**config.mk**
```make
export PLATFORM = sky130hd
export DESIGN_NAME = ysyx_lsu_sq
export DESIGN_NICKNAME = d
export VERILOG_FILES = /design/src/rtl/ysyx_lsu_sq.sv
export SDC_FILE = /design/constraint.sdc
export NUM_CORES = 1
export LEC_CHECK = 0
export BUFFER_PORTS_ARGS = -buffer_cell sky130_fd_sc_hd__clkbuf_2
export CAP_MARGIN = 15
export CORE_MARGIN = 3
export CORE_UTILIZATION = 53
export DETAILED_ROUTE_END_ITERATION = 8
export HOLD_SLACK_MARGIN = 0.05
export PLACE_DENSITY = 0.78
export RECOVER_POWER = 100
export SLEW_MARGIN = 0
export SYNTH_ARGS = -nofsm -noshare
export SYNTH_HDL_FRONTEND = slang
export SYNTH_SLANG_ARGS = --single-unit
```
**constraint.sdc**
```tcl
create_clock -name clock -period 10.8 [get_ports clock]
set_input_delay 0.54 -clock clock [delete_from_list [all_inputs] [get_ports clock]]
set_output_delay 0.54 -clock clock [all_outputs]
set_load 0.01 [all_outputs]
```
**src/rtl/ysyx_lsu_sq.sv**
```systemverilog
// Committed store queue: buffers retired stores, drains them in order to the data-memory
// write port and optionally forwards to younger loads (enabled by YSYX_SQ_FORWARD_EN).
`ifndef YSYX_XLEN
`define YSYX_XLEN 32
`endif

module ysyx_lsu_sq #(
  parameter int SQ_SIZE = 4,
  parameter int XLEN    = `YSYX_XLEN
) (
  input  logic            clock,
  input  logic            reset,
  input  logic            rou_valid,
  input  logic            rou_store,
  input  logic [4:0]      rou_alu,
  input  logic [XLEN-1:0] rou_sq_waddr,
  input  logic [XLEN-1:0] rou_sq_wdata,
  input  logic [XLEN-1:0] rou_pc,
  output logic            rou_sq_ready,
  output logic            mem_wvalid,
  output logic [XLEN-1:0] mem_waddr,
  output logic [XLEN-1:0] mem_wdata,
  output logic [3:0]      mem_wstrb,
  output logic [XLEN-1:0] mem_wpc,
  input  logic            mem_wready,
  input  logic            mem_bvalid,
  input  logic [XLEN-1:0] ld_addr,
  input  logic [4:0]      ld_alu,
  input  logic            ld_valid,
  output logic            ld_hit,
  output logic [XLEN-1:0] ld_data,
  output logic            ld_conflict,
  output logic            sq_empty
);

  localparam int PW   = $clog2(SQ_SIZE);
  localparam int PTRW = PW + 1;
  localparam logic [PTRW-1:0] PTR_ONE = PTRW'(1);

  // state  | meaning
  // S_IDLE | no write in flight; start one if the queue holds an entry
  // S_REQ  | head entry presented on mem_w*, waiting for mem_wready
  // S_WAIT | write accepted, waiting for mem_bvalid to pop the head
  typedef enum logic [1:0] {S_IDLE, S_REQ, S_WAIT} state_t;

  state_t          r_state;
  state_t          w_state_nxt;
  logic [PTRW-1:0] r_head;
  logic [PTRW-1:0] r_tail;
  logic [XLEN-1:0] r_addr [SQ_SIZE];
  logic [XLEN-1:0] r_data [SQ_SIZE];
  logic [XLEN-1:0] r_pc   [SQ_SIZE];
  logic [3:0]      r_strb [SQ_SIZE];

  logic            w_full;
  logic            w_empty;
  logic            w_enq;
  logic            w_pop;
  logic [PTRW-1:0] w_count;
  logic [PW-1:0]   w_hidx;
  logic [1:0]      w_enq_off;
  logic [3:0]      w_enq_strb;
  logic [XLEN-1:0] w_enq_data;
  logic [XLEN-1:0] w_ld_waddr;
  logic [PW-1:0]   w_idx;
  logic            w_word_any;

  assign w_empty = (r_head == r_tail);
  assign w_full  = (r_head[PW] != r_tail[PW]) && (r_head[PW-1:0] == r_tail[PW-1:0]);
  assign w_count = r_tail - r_head;
  assign w_hidx  = r_head[PW-1:0];
  assign w_enq   = rou_valid && rou_store && !w_full;
  assign w_pop   = (r_state == S_WAIT) && mem_bvalid;

  always_comb begin
    w_enq_off  = 2'b00;
    w_enq_strb = 4'b1111;
    case (rou_alu[1:0])
      2'b00: begin
        w_enq_off  = rou_sq_waddr[1:0];
        w_enq_strb = 4'b0001 << w_enq_off;
      end
      2'b01: begin
        w_enq_off  = {rou_sq_waddr[1], 1'b0};
        w_enq_strb = 4'b0011 << w_enq_off;
      end
      default: ;
    endcase
    w_enq_data = rou_sq_wdata << {w_enq_off, 3'b000};
  end

  always_ff @(posedge clock) begin
    if (reset) begin
      r_state <= S_IDLE;
      r_head  <= '0;
      r_tail  <= '0;
    end else begin
      r_state <= w_state_nxt;
      if (w_enq) r_tail <= r_tail + PTR_ONE;
      if (w_pop) r_head <= r_head + PTR_ONE;
    end
  end

  always_ff @(posedge clock) begin
    if (w_enq) begin
      r_addr[r_tail[PW-1:0]] <= {rou_sq_waddr[XLEN-1:2], 2'b00};
      r_data[r_tail[PW-1:0]] <= w_enq_data;
      r_strb[r_tail[PW-1:0]] <= w_enq_strb;
      r_pc[r_tail[PW-1:0]]   <= rou_pc;
    end
  end

  always_comb begin
    w_state_nxt = r_state;
    case (r_state)
      S_IDLE:  if (!w_empty)   w_state_nxt = S_REQ;
      S_REQ:   if (mem_wready) w_state_nxt = S_WAIT;
      S_WAIT:  if (mem_bvalid) w_state_nxt = S_IDLE;
      default: w_state_nxt = S_IDLE;
    endcase
  end

  // Outputs are forced to zero outside REQ so idle/reset values do not depend on stale storage.
  assign mem_wvalid   = (r_state == S_REQ);
  assign mem_waddr    = mem_wvalid ? r_addr[w_hidx] : '0;
  assign mem_wdata    = mem_wvalid ? r_data[w_hidx] : '0;
  assign mem_wstrb    = mem_wvalid ? r_strb[w_hidx] : 4'b0000;
  assign mem_wpc      = mem_wvalid ? r_pc[w_hidx]   : '0;
  assign rou_sq_ready = !w_full;
  assign sq_empty     = w_empty && (r_state == S_IDLE);

  assign w_ld_waddr = {ld_addr[XLEN-1:2], 2'b00};

  always_comb begin
    w_word_any = 1'b0;
    w_idx      = w_hidx;
    for (int k = 0; k < SQ_SIZE; k++) begin
      w_idx = w_hidx + PW'(k);
      if ((PTRW'(k) < w_count) && (r_addr[w_idx] == w_ld_waddr)) w_word_any = 1'b1;
    end
  end

`ifdef YSYX_SQ_FORWARD_EN
  logic [1:0]      w_ld_off;
  logic [3:0]      w_ld_strb;
  logic [XLEN-1:0] w_ld_mask;
  logic            w_hit_any;
  logic            w_cover;
  logic [3:0]      w_sel_strb;
  logic [XLEN-1:0] w_sel_data;
  logic [PW-1:0]   w_fidx;
  logic            w_unused;

  always_comb begin
    w_ld_off  = 2'b00;
    w_ld_strb = 4'b1111;
    w_ld_mask = '1;
    case (ld_alu[1:0])
      2'b00: begin
        w_ld_off  = ld_addr[1:0];
        w_ld_strb = 4'b0001 << w_ld_off;
        w_ld_mask = {{(XLEN-8){1'b0}}, 8'hFF};
      end
      2'b01: begin
        w_ld_off  = {ld_addr[1], 1'b0};
        w_ld_strb = 4'b0011 << w_ld_off;
        w_ld_mask = {{(XLEN-16){1'b0}}, 16'hFFFF};
      end
      default: ;
    endcase
  end

  // Walk oldest to youngest so the last overlapping entry seen is the youngest.
  always_comb begin
    w_hit_any  = 1'b0;
    w_sel_strb = 4'b0000;
    w_sel_data = '0;
    w_fidx     = w_hidx;
    for (int k = 0; k < SQ_SIZE; k++) begin
      w_fidx = w_hidx + PW'(k);
      if ((PTRW'(k) < w_count) && (r_addr[w_fidx] == w_ld_waddr) &&
          ((r_strb[w_fidx] & w_ld_strb) != 4'b0000)) begin
        w_hit_any  = 1'b1;
        w_sel_strb = r_strb[w_fidx];
        w_sel_data = r_data[w_fidx];
      end
    end
  end

  assign w_cover     = ((w_sel_strb & w_ld_strb) == w_ld_strb);
  assign ld_hit      = ld_valid && w_hit_any && w_cover;
  assign ld_conflict = ld_valid && w_hit_any && !w_cover;
  assign ld_data     = ld_hit ? ((w_sel_data >> {w_ld_off, 3'b000}) & w_ld_mask) : '0;
  assign w_unused    = ^{rou_alu[4:2], ld_alu[4:2], w_word_any};
`else
  logic w_unused;

  assign ld_hit      = 1'b0;
  assign ld_data     = '0;
  assign ld_conflict = ld_valid && w_word_any;
  assign w_unused    = ^{rou_alu[4:2], ld_alu, ld_addr[1:0]};
`endif

endmodule

```
-- Yosys cells after proc, flatten, opt, wreduce, memory -nomap -nowiden
Memories as Yosys holds them, arrays and structs flattened. A register that Yosys moved wholly into a read port is not among the register bits.
Index checks and enable logic that the tools add are counted.
- $add $sub $neg: 6
- multiplexer cells: 24
- magnitude comparators: 4
- reduce and logical (&&, ||, !) cells: 14
- shift operators: 3
- eq/ne operators: 13
- operators by type and width (cell ; number):
    equality test 32 bit ; 4
    2-to-1 mux 32 bit ; 3
    left shift 32 x 5 -> 32 bit ; 1
    2-to-1 mux 2 bit ; 11
    logical AND 1 bit ; 10
    case mux 4 bit (2 select lines) ; 1
    adder 3 x 1 -> 3 bit, second input constant ; 2
    less-than comparator 1 x 3 -> 1 bit, first input constant ; 2
    less-than comparator 2 x 3 -> 1 bit, first input constant ; 2
    2-to-1 mux 1 bit ; 6
    case mux 2 bit (3 select lines) ; 1
    adder 2 bit, second input constant ; 2
    equality test 2 x 1 -> 1 bit, second input constant ; 2
    zero test 2 bit ; 2
    2-to-1 mux 4 bit ; 1
    != test 2 bit, second input constant ; 2
    case mux 2 bit (2 select lines) ; 1
    left shift 1 x 2 -> 4 bit, first input constant ; 1
    left shift 2 x 2 -> 4 bit, first input constant ; 1
    equality test 3 bit ; 1
    AND reduction 3 bit ; 1
    subtractor 3 bit ; 1
    adder 2 x 1 -> 2 bit, second input constant ; 1
    equality test 2 bit ; 1
    4 further kinds ; 4
- register bits: 8
- word-level logic and storage cells: 71
- memories kept: 4
- RAM bits: 392
- memory list (memory ; depth ; bits a word ; rd ports ; clocked after memory_dff ; wr ports ; RTL line ; source):
    r_data ; 4 ; 32 ; 1 ; 1 ; 1 ; 51 ; logic [XLEN-1:0] r_data [SQ_SIZE];
    r_pc ; 4 ; 32 ; 1 ; 1 ; 1 ; 52 ; logic [XLEN-1:0] r_pc [SQ_SIZE];
    r_addr ; 4 ; 30 ; 4 ; 1 ; 1 ; 50 ; logic [XLEN-1:0] r_addr [SQ_SIZE];
    r_strb ; 4 ; 4 ; 1 ; 1 ; 1 ; 53 ; logic [3:0] r_strb [SQ_SIZE];

-- Logic depth before layout (Yosys ltp)
- depth after elaboration: 8
- depth in mapped cells: 11
- depth with buffers taken out: 10

-- Worst setup path after synthesis
OpenSTA, ideal clock, no wires.
- path type: register to register
- start point: register r_head[1]
- end point: memory r_addr[3][0] in the netlist's numbering, enable pin
- data required time: 10.331 ns
- path buffers: 2
- arrival: 3.822 ns
- library setup time: 0.469 ns
- cell stages (with the launch flop): 8
- slack: 6.509 ns
- path through: dfxtp_1 > buf_2 > inv_1 > ha_1 > nand3_1 > and3_1 > clkbuf_1 > and2_1
- longest elaborated chain between the ends: 6
- RTL lines (element ; RTL line ; source):
    start: declaration ; 48 ; logic [PTRW-1:0] r_head;
    start signal: assignment ; 100 ; if (w_pop) r_head <= r_head + PTR_ONE;
    equality test 2 bit ; 69 ; assign w_full = (r_head[PW] != r_tail[PW]) && (r_head[PW-1:0] == r_tail[PW-1:0]);
    logical AND 1 bit ; 69 ;
    zero test 1 bit ; -- ;
    net rou_sq_ready ; 19 ; output logic rou_sq_ready,
    logical AND 1 bit ; 72 ; assign w_enq = rou_valid && rou_store && !w_full;
    2-to-1 mux 1 bit ; 105 ; if (w_enq) begin
    2-to-1 mux 1 bit (not written as such) ; 106 ; r_addr[r_tail[PW-1:0]] <= {rou_sq_waddr[XLEN-1:2], 2'b00};
    end: declaration ; 50 ;
The timed path passes the listed nets, and every way through them passes these cells.

-- Final worst setup path
- start point: register r_head[0]
- end point: output port ld_conflict
- longest elaborated chain between the ends: 8
- elaborated cells on any way between the ends: 21
- classes of those cells: 4 x add/sub; 4 x order compare; 3 x eq/ne; 4 x mux; 5 x reduce/logical; 1 x memory
- RTL lines (element ; RTL line ; source):
    adder 2 x 1 -> 2 bit or subtractor 3 bit (tied branches) ; 138, 70 ;
    memory (4 x 30 bit) or less-than comparator 1 x 3 -> 1 bit (tied branches) ; -- ;
    equality test 32 bit or logical AND 1 bit (tied branches) ; 139 ; if ((PTRW'(k) < w_count) && (r_addr[w_idx] == w_ld_waddr)) w_word_any = 1'b1;
    logical AND 1 bit or 2-to-1 mux 1 bit (tied branches) ; 139 ;
    2-to-1 mux 1 bit (2 in series) ; 139 ;
    2-to-1 mux 1 bit * ; 139 ;
    logical AND 1 bit * ; 200 ; assign ld_conflict = ld_valid && w_word_any;
    end: declaration ; 32 ; output logic ld_conflict,
Every way passes the cells marked *; elsewhere a longest branch is shown, timed or not.

==> impl_metrics.ini <==
[status]
violations = capacitance limit, slew limit
status = finished, violations left

[yosys]
synth_top_area_share_pct = 59.5
ys_ff_latch = 402
synth_common_cells = edfxtp_1, mux4_2, and2_1, mux2i_1, xnor2_1
ys_seq_area_share_pct = 60.5
syn_area_mm2 = 0.0198
synth_edf_count = 392
synth_area_leader_cell = edfxtp_1
synth.avg_cell_area_um2 = 16.5
synth-main-ff-cell = edfxtp_1
synth_area_leaders = edfxtp_1, mux4_2, mux2i_1
yosys_warnings = 0
ys_types = 61
async_reset_ff_share_pct = 0
yosysMostFrequentCell = edfxtp_1
synthCells = 1199

[drt]
ant_nets = 0
drc_errors = 0
first_iter_violations = 820
wl_mm = 47.7
vias = 11600
vias_per_cell = 6.10
dr.pass1.iters = 7
wl_per_cell_um = 25.1

[min_path]
hold_end = r_pc[2][3]
whs_path_depth = 1
hold_start = rou_pc[3]
min_path_type = in -> reg

[global_route]
grt_pass1_vias = 11800
track_usage_pct = 23.9
grt_overflow_total = 0
grt_max_degree = 100
grt_first_pass_wirelength_mm = 71.1
antenna_found_initial = 5

[clocking]
clkSlewWorstSetupHoldPaths_ns = 0.06
clkLatencyLatePin_ns = 0.54
cts_setup_buffers = 0
cts_made_buffers = 41
cts.sinks = 402
cts_tree = yes
cts_resized = 0
cts_hold_repair.buffers = 0
htreeDepth = 2
cts_max_path_buffers = 3
clockRootBuffer = clkbuf_16

[power_and_ir_drop]
p_comb_share_pct = 9.5
p_sw_mw = 0.795
pwr-share-seq_pct = 50.0
power.share.clock_pct = 40.6
internal_power_mw = 2.75
p_sw_share_pct = 22.5
power_leakage_nw = 7.23
p_per_area_mw_per_mm2 = 158
irDropWorstVdd_uv = 189

[timing]
period_minus_slack_ns = 7.59
tns_ns = 0
slew_headroom_pct = -181
setup_violations = 0
hold_viol = 0
finalClockSkew_ns = 0.0246
max_freq_mhz = 132
timing.final.crit_share_pct = 70.3
rsz0062_at_grt = false
slew_violations = 182
worst_slew_pin_slew_ns = 4.21

[worst_setup_path]
crit_fanout = 64
crit_arrival_ns = 7.05
reg2reg_from = r_head[0]
critPathMaxStageDelay_ns = 2.63
cp_data_required_time_ns = 10.26
end_kind = output port
worstReg2RegEnd = r_pc[3][26]
crit_type = reg -> out
ff2ff_path_depth = 6
reg2reg_slack_ns = 4.83
worstPathCellList = clkbuf_1 -> ha_1 -> buf_4 -> mux4_2 -> xor2_1 -> a2111oi_0 -> and4_1 -> and4_1 -> o41a_1 -> clkbuf_1
cp_slowest_cell = clkbuf_1
start_kind = flip-flop

[floorplan]
fp-row-count = 70
ios = 282
die_area_mm2 = 0.0397
die_w_um = 199
die_h_um = 199
start_util_pct = 53.9
core_area_mm2 = 0.0367

[placement]
portBuffers = 236
place.gp.congestion = 0.911
dp_hpwl_mm = 31.5

[layout]
drive_gt1_share_pct = 26.9
final_util_pct = 60.9
area_growth_pct = 13.0
fillers = 2662
num-nets-final = 1558

[flow_run]
drv_cap = 3
-- area by class of cell --
| cell class | instances | area, µm² | share of cell area (%) |
|---|---|---|---|
| diodes | 1 | 2.50 | 0.0112 |
| clock buffers | 46 | 1110 | 4.95 |
| clock inverters | 26 | 272 | 1.21 |
| inverters | 8 | 30.0 | 0.134 |
| multi-input cells | 703 | 7220 | 32.3 |
| flip-flops and latches | 402 | 12000 | 53.6 |
| well taps | 468 | 586 | 2.62 |
| repair buffers | 249 | 1160 | 5.19 |
-- registers in the layout (all words and copies together), names as in the netlist, named ones only --
register / cells
r_data: 128
r_pc: 128
r_addr: 120
r_strb: 16
r_head: 3
r_tail: 3
r_state: 2
-- critical path: cells and delay by family, from the launching register on --
kind | cells | cell delay [ns]
AO/OA/AOI/OAI | 2 | 0.93
XOR/XNOR | 1 | 0.17
adder cells (fa/ha/maj) | 1 | 0.46
buffers and inverters | 3 | 3.48
flip-flops | 1 | 0.33
multiplexers | 1 | 0.61
AND/OR/NAND/NOR | 2 | 0.53
-- metrics by stage --
| stage | hold slack, ns | std cells | total power [mW] | worst slack, ns | cell area, µm² |
|---|---|---|---|---|---|
| 6_report | 0.269 | 1903 | 3.54 | 3.21 | 22400 |
| 5_1_grt | 0.262 | 1903 | 3.66 | 2.78 | 22400 |
| 2_1_floorplan | 0.498 | 1233 | 2.02 | 6.51 | 19900 |
| 3_3_place_gp | 0.518 | 1830 | 2.13 | 5.99 | 21100 |
| 4_1_cts | 0.199 | 1902 | 3.57 | 5.36 | 22500 |
| 3_5_place_dp | 0.541 | 1830 | 2.14 | 5.92 | 21100 |
-- worst max path at each step --
stage / start / to / cells past startpoint
floorplan: r_head[1] / r_addr[3][0] / 7
finish: r_head[0] / ld_conflict / 10
detailed placement: r_head[0] / ld_conflict / 10
global placement: r_head[0] / ld_conflict / 10
global route: r_head[0] / ld_conflict / 10
CTS: r_head[0] / ld_conflict / 10
-- logic make-up (layout without fill, tap and decap cells) --
group | count (synthesis) | count (layout) | share of synthesized area, %
flip-flops | 402 | 402 | 60.5
AND/OR/NAND/NOR | 246 | 246 | 6.88
multiplexers | 224 | 224 | 20.6
buffers and inverters | 128 | 329 | 3.74
XOR/XNOR | 109 | 109 | 4.82
AO/OA/AOI/OAI | 81 | 81 | 2.88
adder cells (fa/ha/maj) | 8 | 8 | 0.544
other | 1 | 36 | 0.0189
-- power by group through the flow --
stage	Clock, mW	Sequential (mW)	Combinational [mW]
final	1.44	1.77	0.335
after global routing	1.52	1.77	0.364
after CTS	1.46	1.77	0.340
after detailed placement	0	1.80	0.338
after global placement	0	1.80	0.332
after floorplan	0	1.80	0.218
-- routing by layer --
layer  global-route usage (%)  wire, µm  vias up
met2                     39.7     23700      543
li1                         -         -     5070
met5                        0        68        -
met3                     6.42      4520       73
met4                     6.53      1180        8
met1                     31.6     18200     5907
-- placed cells by master, fill, tap and decap left out, types with 17 or more instances in the layout --
master       n
edfxtp_1   392
xor2_1      43
o21ai_0     17
nand2_1     42
and2_0      77
clkbuf_16   43
xnor2_1     66
nor2_1      32
and3_1      18
conb_1      35
mux2i_1     73
clkbuf_1    91
clkbuf_2   148
and2_1      22
mux4_2     147
No activity file was read; power rests on OpenSTA's default activity.
